--- src/rtl/shift_seq_pkg.sv ---
// Shared types, chain mode codes and helpers for the shift sequencer.
// Contents: state_t, S_* mode constants, clamp_amt().
package shift_seq_pkg;

  typedef enum logic [2:0] {
    IDLE,
    LOAD,
    SHIFT,
    READ,
    RESP
  } state_t;

  localparam logic [1:0] S_HOLD = 2'b00;
  localparam logic [1:0] S_SHR  = 2'b01;
  localparam logic [1:0] S_SHL  = 2'b10;
  localparam logic [1:0] S_LOAD = 2'b11;

  // Shifting a WIDTH-bit chain more than WIDTH times changes nothing further.
  function automatic int unsigned clamp_amt(
    input int unsigned amt,
    input int unsigned width
  );
    return (amt >= width) ? width : amt;
  endfunction

endpackage

--- src/rtl/shift_seq_ctr.sv ---
// Loadable down-counter for remaining shift clocks.
// Ports: CP, MR (async high), load/load_val, dec, cnt, last (cnt==1).
module shift_seq_ctr #(
  parameter int AMT_W = 4
) (
  input  logic             CP,
  input  logic             MR,
  input  logic             load,
  input  logic [AMT_W-1:0] load_val,
  input  logic             dec,
  output logic [AMT_W-1:0] cnt,
  output logic             last
);

  always_ff @(posedge CP or posedge MR) begin
    if (MR) begin
      cnt <= '0;
    end else if (load) begin
      cnt <= load_val;
    end else if (dec && cnt != '0) begin
      cnt <= cnt - 1'b1;
    end
  end

  assign last = (cnt == AMT_W'(1));

endmodule

--- src/rtl/shift_sequencer.sv ---
// Sequences a 74299 chain: parallel load, N shift clocks, readback.
// Ports: req_* in, rsp_* out, S/DSR/DSL/D_OUT/D_OE/N_OE/Q_IN to chain.
// Optional: SHIFT_SEQ_ARITH_EN adds req_arith (sign-fill right shifts).
module shift_sequencer
  import shift_seq_pkg::*;
#(
  parameter int WIDTH = 8,
  parameter int AMT_W = $clog2(WIDTH + 1)
) (
  input  logic             CP,
  input  logic             MR,
  input  logic             req_valid,
  output logic             req_ready,
  input  logic [WIDTH-1:0] req_data,
  input  logic [AMT_W-1:0] req_amt,
  input  logic             req_dir,
`ifdef SHIFT_SEQ_ARITH_EN
  input  logic             req_arith,
`endif
  output logic [1:0]       S,
  output logic             DSR,
  output logic             DSL,
  output logic [WIDTH-1:0] D_OUT,
  output logic             D_OE,
  output logic             N_OE,
  input  logic [WIDTH-1:0] Q_IN,
  output logic             rsp_valid,
  input  logic             rsp_ready,
  output logic [WIDTH-1:0] rsp_data
);

  state_t           state_q, state_d;
  logic [WIDTH-1:0] data_q;
  logic             dir_q;
  logic             fill_q;
  logic             accept;
  logic [AMT_W-1:0] amt_c;
  logic [AMT_W-1:0] cnt;
  logic             last;

  assign accept = req_valid && req_ready;
  assign amt_c  = AMT_W'(clamp_amt(32'(req_amt), WIDTH));

  shift_seq_ctr #(
    .AMT_W (AMT_W)
  ) u_ctr (
    .CP       (CP),
    .MR       (MR),
    .load     (accept),
    .load_val (amt_c),
    .dec      (state_q == SHIFT),
    .cnt      (cnt),
    .last     (last)
  );

  always_ff @(posedge CP or posedge MR) begin
    if (MR) begin
      state_q  <= IDLE;
      data_q   <= '0;
      dir_q    <= 1'b0;
      fill_q   <= 1'b0;
      rsp_data <= '0;
    end else begin
      state_q <= state_d;
      if (accept) begin
        data_q <= req_data;
        dir_q  <= req_dir;
`ifdef SHIFT_SEQ_ARITH_EN
        // Sign fill only matters for right shifts.
        fill_q <= req_arith & ~req_dir & req_data[WIDTH-1];
`else
        fill_q <= 1'b0;
`endif
      end
      if (state_q == READ) begin
        rsp_data <= Q_IN;
      end
    end
  end

  always_comb begin
    state_d = state_q;
    unique case (state_q)
      IDLE:  if (accept) state_d = LOAD;
      LOAD:  state_d = (cnt != '0) ? SHIFT : READ;
      SHIFT: if (last) state_d = READ;
      READ:  state_d = RESP;
      RESP:  if (rsp_ready) state_d = IDLE;
      default: state_d = IDLE;
    endcase
  end

  always_comb begin
    req_ready = 1'b0;
    S         = S_HOLD;
    DSR       = 1'b0;
    DSL       = 1'b0;
    D_OUT     = '0;
    D_OE      = 1'b0;
    N_OE      = 1'b1;
    rsp_valid = 1'b0;
    unique case (state_q)
      IDLE: req_ready = ~MR;
      LOAD: begin
        S     = S_LOAD;
        D_OUT = data_q;
        D_OE  = 1'b1;
      end
      SHIFT: begin
        S   = dir_q ? S_SHL : S_SHR;
        DSR = fill_q;
      end
      READ: N_OE = 1'b0;
      RESP: rsp_valid = 1'b1;
      default: ;
    endcase
  end

endmodule

--- config.mk ---
export PLATFORM = sky130hd
export DESIGN_NAME = shift_sequencer
export DESIGN_NICKNAME = d
export VERILOG_FILES = /design/src/rtl/shift_seq_pkg.sv /design/src/rtl/shift_seq_ctr.sv /design/src/rtl/shift_sequencer.sv
export SDC_FILE = /design/constraint.sdc
export NUM_CORES = 1
export LEC_CHECK = 0
export CAP_MARGIN = 20
export CORE_MARGIN = 2
export CORE_UTILIZATION = 38
export CTS_CLUSTER_DIAMETER = 100
export DETAILED_ROUTE_END_ITERATION = 10
export PLACE_DENSITY = 0.76
export SLEW_MARGIN = 20
export SYNTH_ARGS = -nofsm -noshare
export SYNTH_HDL_FRONTEND = slang
export SYNTH_SLANG_ARGS = --single-unit
--- constraint.sdc ---
create_clock -name CP -period 1.6 [get_ports CP]
set_input_delay 0.32 -clock CP [delete_from_list [all_inputs] [get_ports CP]]
set_output_delay 0.32 -clock CP [all_outputs]
set_load 0.01 [all_outputs]
==> summary.log <==
INFO  clock_tree     worst_skew_pair.late_latency=0.30ns
INFO  setup_path     rr_worst_depth=6
INFO  route          remaining_drc_errors=0
INFO  grt            maximum_number_of_pins_on_one_net_before_global_route_repair=13
INFO  yosys          post_synth_top_area_share=51.6%
INFO  place          place_inst=210
INFO  yosys          fraction_of_registers_with_async_set_reset=100%
INFO  sta            finalCritPeriodShare=116%
INFO  setup_path     crit_required=1.28ns
INFO  run            cap_violations=0
INFO  sta            hold_viol_final=0
INFO  clock_tree     postCtsHoldBufs=0
INFO  cells_and_area num-nets-final=226
INFO  cells_and_area final_area=2040um^2
INFO  sta            achievable-frequency=538MHz
INFO  setup_path     path_cells=or2b_1 -> a21oi_2 -> a21boi_2 -> buf_2
INFO  yosys          synth_area_leaders=sky130_fd_sc_hd__dfrtp_1 52%, sky130_fd_sc_hd__nand2_1 9.0%, sky130_fd_sc_hd__mux2_2 7.7%
INFO  route          detail-route-antenna-nets=0
INFO  grt            grt_antenna_before_repair=0
INFO  clock_tree     cts_root_buffer_type=sky130_fd_sc_hd__clkbuf_4
INFO  sta            setup-violations-final=26
INFO  floorplanning  floorplan.die.width=59.3um
INFO  grt            grt_first_pass_wirelength=5210um
INFO  floorplanning  rows=20
INFO  route          vias=1119
INFO  cells_and_area final_layout_size_suffix_gt1_share=44.2%
INFO  yosys          syn_inst=117
INFO  place          place.detailed.hpwl=2310um
INFO  floorplanning  core_region_area=2980um^2
INFO  yosys          synth_seq_area_share=51.6%
INFO  yosys          yosysWarnings=0
INFO  route          post_detailed_route_wirelength_per_cell=14.3um
INFO  run_status     violations_in_the_final_reports=negative setup slack
INFO  floorplanning  start_util=39.1%
INFO  clock_tree     clock_sinks=24
INFO  power          power-per-cell-area=1710nW/um^2
INFO  floorplanning  die_h=59.3um
INFO  sta            clock-skew-final=0.00186ns
INFO  power          post-layout-total-power=0.00348W
INFO  setup_path     worst-path-max-fanout=3
INFO  yosys          netlist-cell-type-count=33
INFO  route          route.detailed.vias_per_inst=4.87
INFO  route          drt_iter0_drc=32
INFO  grt            overall_routing_resource_usage=19.8%
INFO  yosys          post_synth_instance_area=1160um^2
INFO  worst_hold_path hold_removal_path_class=in2async
INFO  place          gpl.final_weighted_congestion=0.777
INFO  cells_and_area post-route-util=68.4%
INFO  sta            final-max-slew-violation-count=0
INFO  sta            grt_setup_unrepaired=true
INFO  cells_and_area antennaDiodeCount=0
INFO  clock_tree     clockBufferDepth=2
INFO  setup_path     criticalPathCategory=reg2out
INFO  yosys          synthesized_area_per_cell=9.95um^2
INFO  power          p_leak=0.985nW
INFO  grt            overflow=0
INFO  cells_and_area areaGrowthSynthToFinish=75.1%
INFO  setup_path     startpoint_type=flip-flop
INFO  route          detail_route.wirelength=3290um
INFO  sta            min_period=1.86ns
INFO  yosys          yosysTopAreaCell=sky130_fd_sc_hd__dfrtp_1
INFO  setup_path     minimum_setup_slack_among_reg_to_reg_paths=-0.24ns
INFO  setup_path     end_kind=primary output
INFO  clock_tree     clk_pin_slew=0.13ns
INFO  grt            grt_pass1_vias=1161
INFO  clock_tree     cts-htree-levels=1
INFO  yosys          synth_edf_count=0
INFO  setup_path     worstPathArrival=1.54ns
INFO  power          power.ir.vdd_worst=0.704mV
INFO  place          port-buffer-count=46
INFO  yosys          post_synthesis_register_bit_count=24
INFO  clock_tree     cts_buffers=3
INFO  place          worst_slack_placed=-0.391ns
INFO  setup_path     worstReg2RegStart=state_q[1]
INFO  cells_and_area final_cell_count_no_fill=230
INFO  clock_tree     cts_tree=yes
INFO  sta            setup_ws=-0.259ns
INFO  floorplanning  design.die.area=3520um^2
INFO  setup_path     worst_path_max_delay_cell=sky130_fd_sc_hd__dfrtp_1
INFO  run_status     result_of_the_run=finished with violations
INFO  floorplanning  top_level_ports=49
INFO  place          placed_cell_area=1810um^2
INFO  route          drtPass1Iterations=4
INFO  yosys          dominantRegCellSynth=sky130_fd_sc_hd__dfrtp_1
INFO  setup_path     reg2reg_to=u_ctr.cnt[3]
INFO  setup_path     cp_slowest_stage_delay=0.44ns
## power breakdown
group / leakage (nW) / internal [W] / switching [W]
Sequential: 0.293 / 0.000899 / 0.000192
Clock: 0.0138 / 0.0000877 / 0.000174
Combinational: 0.679 / 0.00126 / 0.000863
## sequential cells by signal, indices dropped and copies added, names as in the netlist
register,count
state_q,3
dir_q,1
data_q,8
u_ctr.cnt,4
rsp_data,8
## cell families after synthesis
kind of cell	Yosys count	share of synthesized area, %
adders and majority gates	2	2.15
muxes	9	9.03
buffers and inverters	15	5.70
xor gates and xnor gates	1	0.753
DFF	24	51.6
AOI/OAI and AO/OA	13	8.28
other	1	0.322
and+or+nand+nor	52	22.2
## through the flow
step,hold WS [ns],TNS [ns]
floorplan,0.335,-0.0128
global placement,0.450,-5.47
detailed placement,0.454,-6.10
CTS,0.360,-2.90
global route,0.386,-5.89
finish,0.355,-4.08
## worst max-delay path, delay by kind of cell (launching register included)
| family | cells | cell delay [ns] |
|---|---|---|
| simple gates | 1 | 0.28 |
| flops | 1 | 0.44 |
| buf+inv | 1 | 0.14 |
| compound gates | 2 | 0.37 |
## layout by cell type, fill, tap and decap left out, drive strengths merged
cell and n:
buf 51, clkdlybuf4s50 32, nand2 29, dfrtp 24, and2 9, mux2 9, inv 8, nor2 4
a21oi 4, clkbuf 3, o22ai 2, conb 2, nor4 2, ha 2, nand2b 1, or2b 1
a211o 1, nor2b 1, a31oi 1, and3 1, a311o 1, xnor2 1, nand3b 1, nor3b 1
a21boi 1, o21a 1, or3 1, nor3 1, a221o 1, o21ai 1
## Yosys cell counts (2+ instances only)
cell                        n
sky130_fd_sc_hd__clkbuf_1   3
sky130_fd_sc_hd__nor2_1     4
sky130_fd_sc_hd__a21oi_1    4
sky130_fd_sc_hd__dfrtp_1   24
sky130_fd_sc_hd__o22ai_1    2
sky130_fd_sc_hd__mux2_2     8
sky130_fd_sc_hd__nand2_1   28
sky130_fd_sc_hd__ha_1       2
sky130_fd_sc_hd__buf_2      2
sky130_fd_sc_hd__buf_4      2
sky130_fd_sc_hd__inv_1      8
sky130_fd_sc_hd__and2_1     9
## per-layer routing
| metal | vias up | part of all wire [%] | GRT usage (%) |
|---|---|---|---|
| met4 | 0 | 2.1 | 7.79 |
| met3 | 6 | 2.6 | 1.75 |
| met2 | 24 | 53 | 35.9 |
| met5 | - | 0 | 0 |
| met1 | 551 | 42 | 23.7 |
| li1 | 538 | - | - |
## area by class of cell
class                      count  area (um^2)
multi-input combinational     79          591
fill                         220          941
sequential                    24          601
clock buffer                   3         22.5
tap                           33         41.3
inverter                       8         30.0
timing repair buffer          83          752
## repair_timing
| action | CTS | global route |
|---|---|---|
| gates resized for setup | 84 | 10 |
| endpoints found under the setup margin | 16 | 28 |
| pin swaps | 12 | 4 |
| buffers inserted | 15 | 3 |
| cloned | 1 | 0 |
## worst max path at each step
stage | startpoint | endpoint | slack [ns]
6_report | state_q[1] | S[0] | -0.26
5_1_grt | state_q[1] | S[0] | -0.34
4_1_cts | state_q[2] | D_OUT[7] | -0.25
3_5_place_dp | state_q[1] | S[0] | -0.39
3_3_place_gp | MR | req_ready | -0.37
2_1_floorplan | state_q[0] | u_ctr.cnt[3] | -0.01
(Power assumes the default switching activity.)
==> variant: new RTL, config.mk and constraints unchanged <==
The option `SHIFT_SEQ_ARITH_EN` is turned on by a define.
--- a/src/rtl/shift_sequencer.sv
+++ b/src/rtl/shift_sequencer.sv
@@ -2,4 +2,6 @@
 // Ports: req_* in, rsp_* out, S/DSR/DSL/D_OUT/D_OE/N_OE/Q_IN to chain.
 // Optional: SHIFT_SEQ_ARITH_EN adds req_arith (sign-fill right shifts).
+`define SHIFT_SEQ_ARITH_EN
+
 module shift_sequencer
   import shift_seq_pkg::*;
Interface: changed (added req_arith); port bits go from 49 to 50. The function was not compared with the original's and may differ.
==> variant against the original RTL <==
The flow still finishes with violations (setup timing). Power grew 6.0%. Via count shrank 0.54%. Routed wire length grew 1.3%. Cell area grew 3.4%. Cell count grew 5.2%. Worst setup slack gained 80 ps. Sequential cell count grew 1. Area after synthesis grew 4.0%. Critical endpoint is now S[1]. Largest power group unchanged. Highest routed layer unchanged.
==> variant: results (changes against the original RTL) <==
{| class="wikitable"
! Metric !! Value
|-
| Portion of the post-synthesis area used by sequential elements || 51.7% (+0.093 points)
|-
| Cell area after placement || 1870 um^2 (+3.6%)
|-
| Cts bufs inserted || 3 (unchanged)
|-
| Most used DFF post-synth || sky130_fd_sc_hd__dfrtp_1
|-
| Filler cells || 254 (+15%)
|-
| Maximum number of pins on one net before global-route repair || 15 (+2)
|-
| Cell with the biggest individual delay on the critical path || sky130_fd_sc_hd__dfrtp_1
|-
| HPWL Detailed || 2280 um (-1.2%)
|-
| Total Routing Usage GR || 18.7% (-1.1 points)
|-
| Clock skew after layout || 4.51 ps (+2.65 ps)
|-
| Commonest cells in the netlist || sky130_fd_sc_hd__nand2_1 (29), sky130_fd_sc_hd__dfrtp_1 (25), sky130_fd_sc_hd__and2_1 (9), sky130_fd_sc_hd__inv_1 (9), sky130_fd_sc_hd__mux2_2 (8)
|-
| Average wire length per cell after detail routing || 13.8 um (-3.7%)
|-
| Routability-driven placement congestion ratio || 0.865 (+11%)
|-
| PnR worst setup slack || -180 ps (+79.7 ps)
|-
| Routed vias/inst || 4.60 (-5.5%)
|-
| Clk_lat worst skew || 300 ps (about the same)
|-
| Multiplexer fraction of the synthesized cell area || 9.10% (+0.068 points)
|-
| Count of input and output buffers || 48 (+4.3%)
|-
| Inst Count DP || 228 (+8.6%)
|-
| First-pass iteration count of the detailed router || 4 (unchanged)
|-
| Largest fanout on the critical path || 4 (+1)
|-
| Root Buffer || sky130_fd_sc_hd__clkbuf_4
|-
| Number of endpoints failing setup at the final stage || 19 (-27%)
|-
| Crit-path max cell delay || 390 ps (-50 ps)
|-
| Maximum VDD drop || 0.891 mV (+27%)
|-
| Number of warning messages in the yosys log || 0 (unchanged)
|-
| Status || finished, violations left
|-
| Post-synthesis average cell area || 9.92 um^2 (-0.28%)
|-
| Wire length of the first global-routing pass || 5000 um (-4.0%)
|-
| Arithmetic-cell share of the synthesized area counting full adders, half adders and majority gates || 2.07% (-0.082 points)
|-
| Pre-CTS WS || -255 ps (+136 ps)
|-
| Vias after detailed routing || 1113 (-0.54%)
|-
| Antenna violations before repair || 0 (unchanged)
|-
| Post-synthesis xor/xnor area fraction || 0% (-0.75 points)
|-
| Violated checks || setup timing
|-
| Number of different library cells in the post-synthesis netlist || 31 (-6.1%)
|-
| Classification of the worst-slack hold path || input pin to asynchronous set/reset pin
|-
| Fraction of layout cells with a size suffix above 1 || 40.4% (-3.8 points)
|-
| Clock-pin slew reported for the worst setup and hold paths after clock tree synthesis || 130 ps (about the same)
|-
| Power spent charging and discharging nets || 1350 uW (+10%)
|-
| Fraction of the mapped netlist area in compound gates || 9.41% (+1.1 points)
|-
| CP top delay family || buffers and inverters
|-
| Number of global-route vias before repair || 1092 (-5.9%)
|-
| Leakage power of the design || 0.00102 uW (+3.0%)
|-
| Most area-consuming cells after synthesis || sky130_fd_sc_hd__dfrtp_1 (52%), sky130_fd_sc_hd__nand2_1 (9.0%), sky130_fd_sc_hd__mux2_2 (7.4%)
|-
| Violation count after the first detailed-route iteration || 13 (-59%)
|}
-- variant: power groups by stage --
| stage | Sequential (uW) | Clock [uW] | Combinational (uW) |
|---|---|---|---|
| after floorplan | 1160 | 0 | 863 |
| after global placement | 1110 | 0 | 1810 |
| after detailed placement | 1120 | 0 | 1860 |
| after CTS | 1120 | 275 | 2070 |
| after global routing | 1180 | 307 | 2460 |
| final | 1130 | 267 | 2290 |
-- variant: what timing repair did --
item | CTS | global route
pin swaps | 12 | 8
hold buffers | 0 | 0
gates resized for setup | 86 | 21
hold endpoints to repair | 0 | 0
setup endpoints to repair | 28 | 31
setup buffers | 7 | 5
cloned | 0 | 0
-- variant: layout make-up --
class                           instances  share of cell area, %
Tap cell                               44                   2.61
Clock inverter                          1                  0.238
Inverter                                9                   1.60
Clock buffer                            3                   1.07
Timing Repair Buffer                   77                   34.8
Sequential cell                        25                   29.8
Multi-Input combinational cell         83                   29.9
-- variant: metal layers --
| metal | wire length (um) | track usage [%] | part of all wire [%] |
|---|---|---|---|
| met3 | 69 | 1.28 | 2.1 |
| met4 | 27 | 6.52 | 0.81 |
| met2 | 1790 | 33.1 | 54 |
| met5 | 0 | 0 | 0 |
| met1 | 1440 | 24.3 | 43 |
-- variant: through the flow --
| stage | TNS, ps | power [uW] | util [%] |
|---|---|---|---|
| after floorplan | 0 | 2020 | - |
| after global placement | -3340 | 2910 | 61.4 |
| after detailed placement | -3980 | 2970 | 61.4 |
| after CTS | -1530 | 3460 | 65.3 |
| after global routing | -4150 | 3950 | 69.0 |
| final | -1850 | 3680 | 69.0 |
-- variant: cells by family (layout without fill, tap and decap cells) --
group,count (synthesis),count (layout)
compound gates,15,15
fa+ha+maj,2,2
buf+inv,14,90
mux,10,10
flops,25,25
simple gates,55,55
other cells,1,1
-- variant: worst paths after layout --
path                       startpoint      endpoint  slack (ps)  depth (start not counted)
setup / recovery           state_q[1]          S[1]        -180                          6
hold / removal                     MR    state_q[1]         350                          2
setup reg to reg           state_q[0]  u_ctr.cnt[3]         -90                          6
hold reg to reg             data_q[6]     data_q[6]         480                          2
max in group asynchronous          MR    state_q[2]         790                          3
min in group CP             data_q[6]     data_q[6]         480                          2
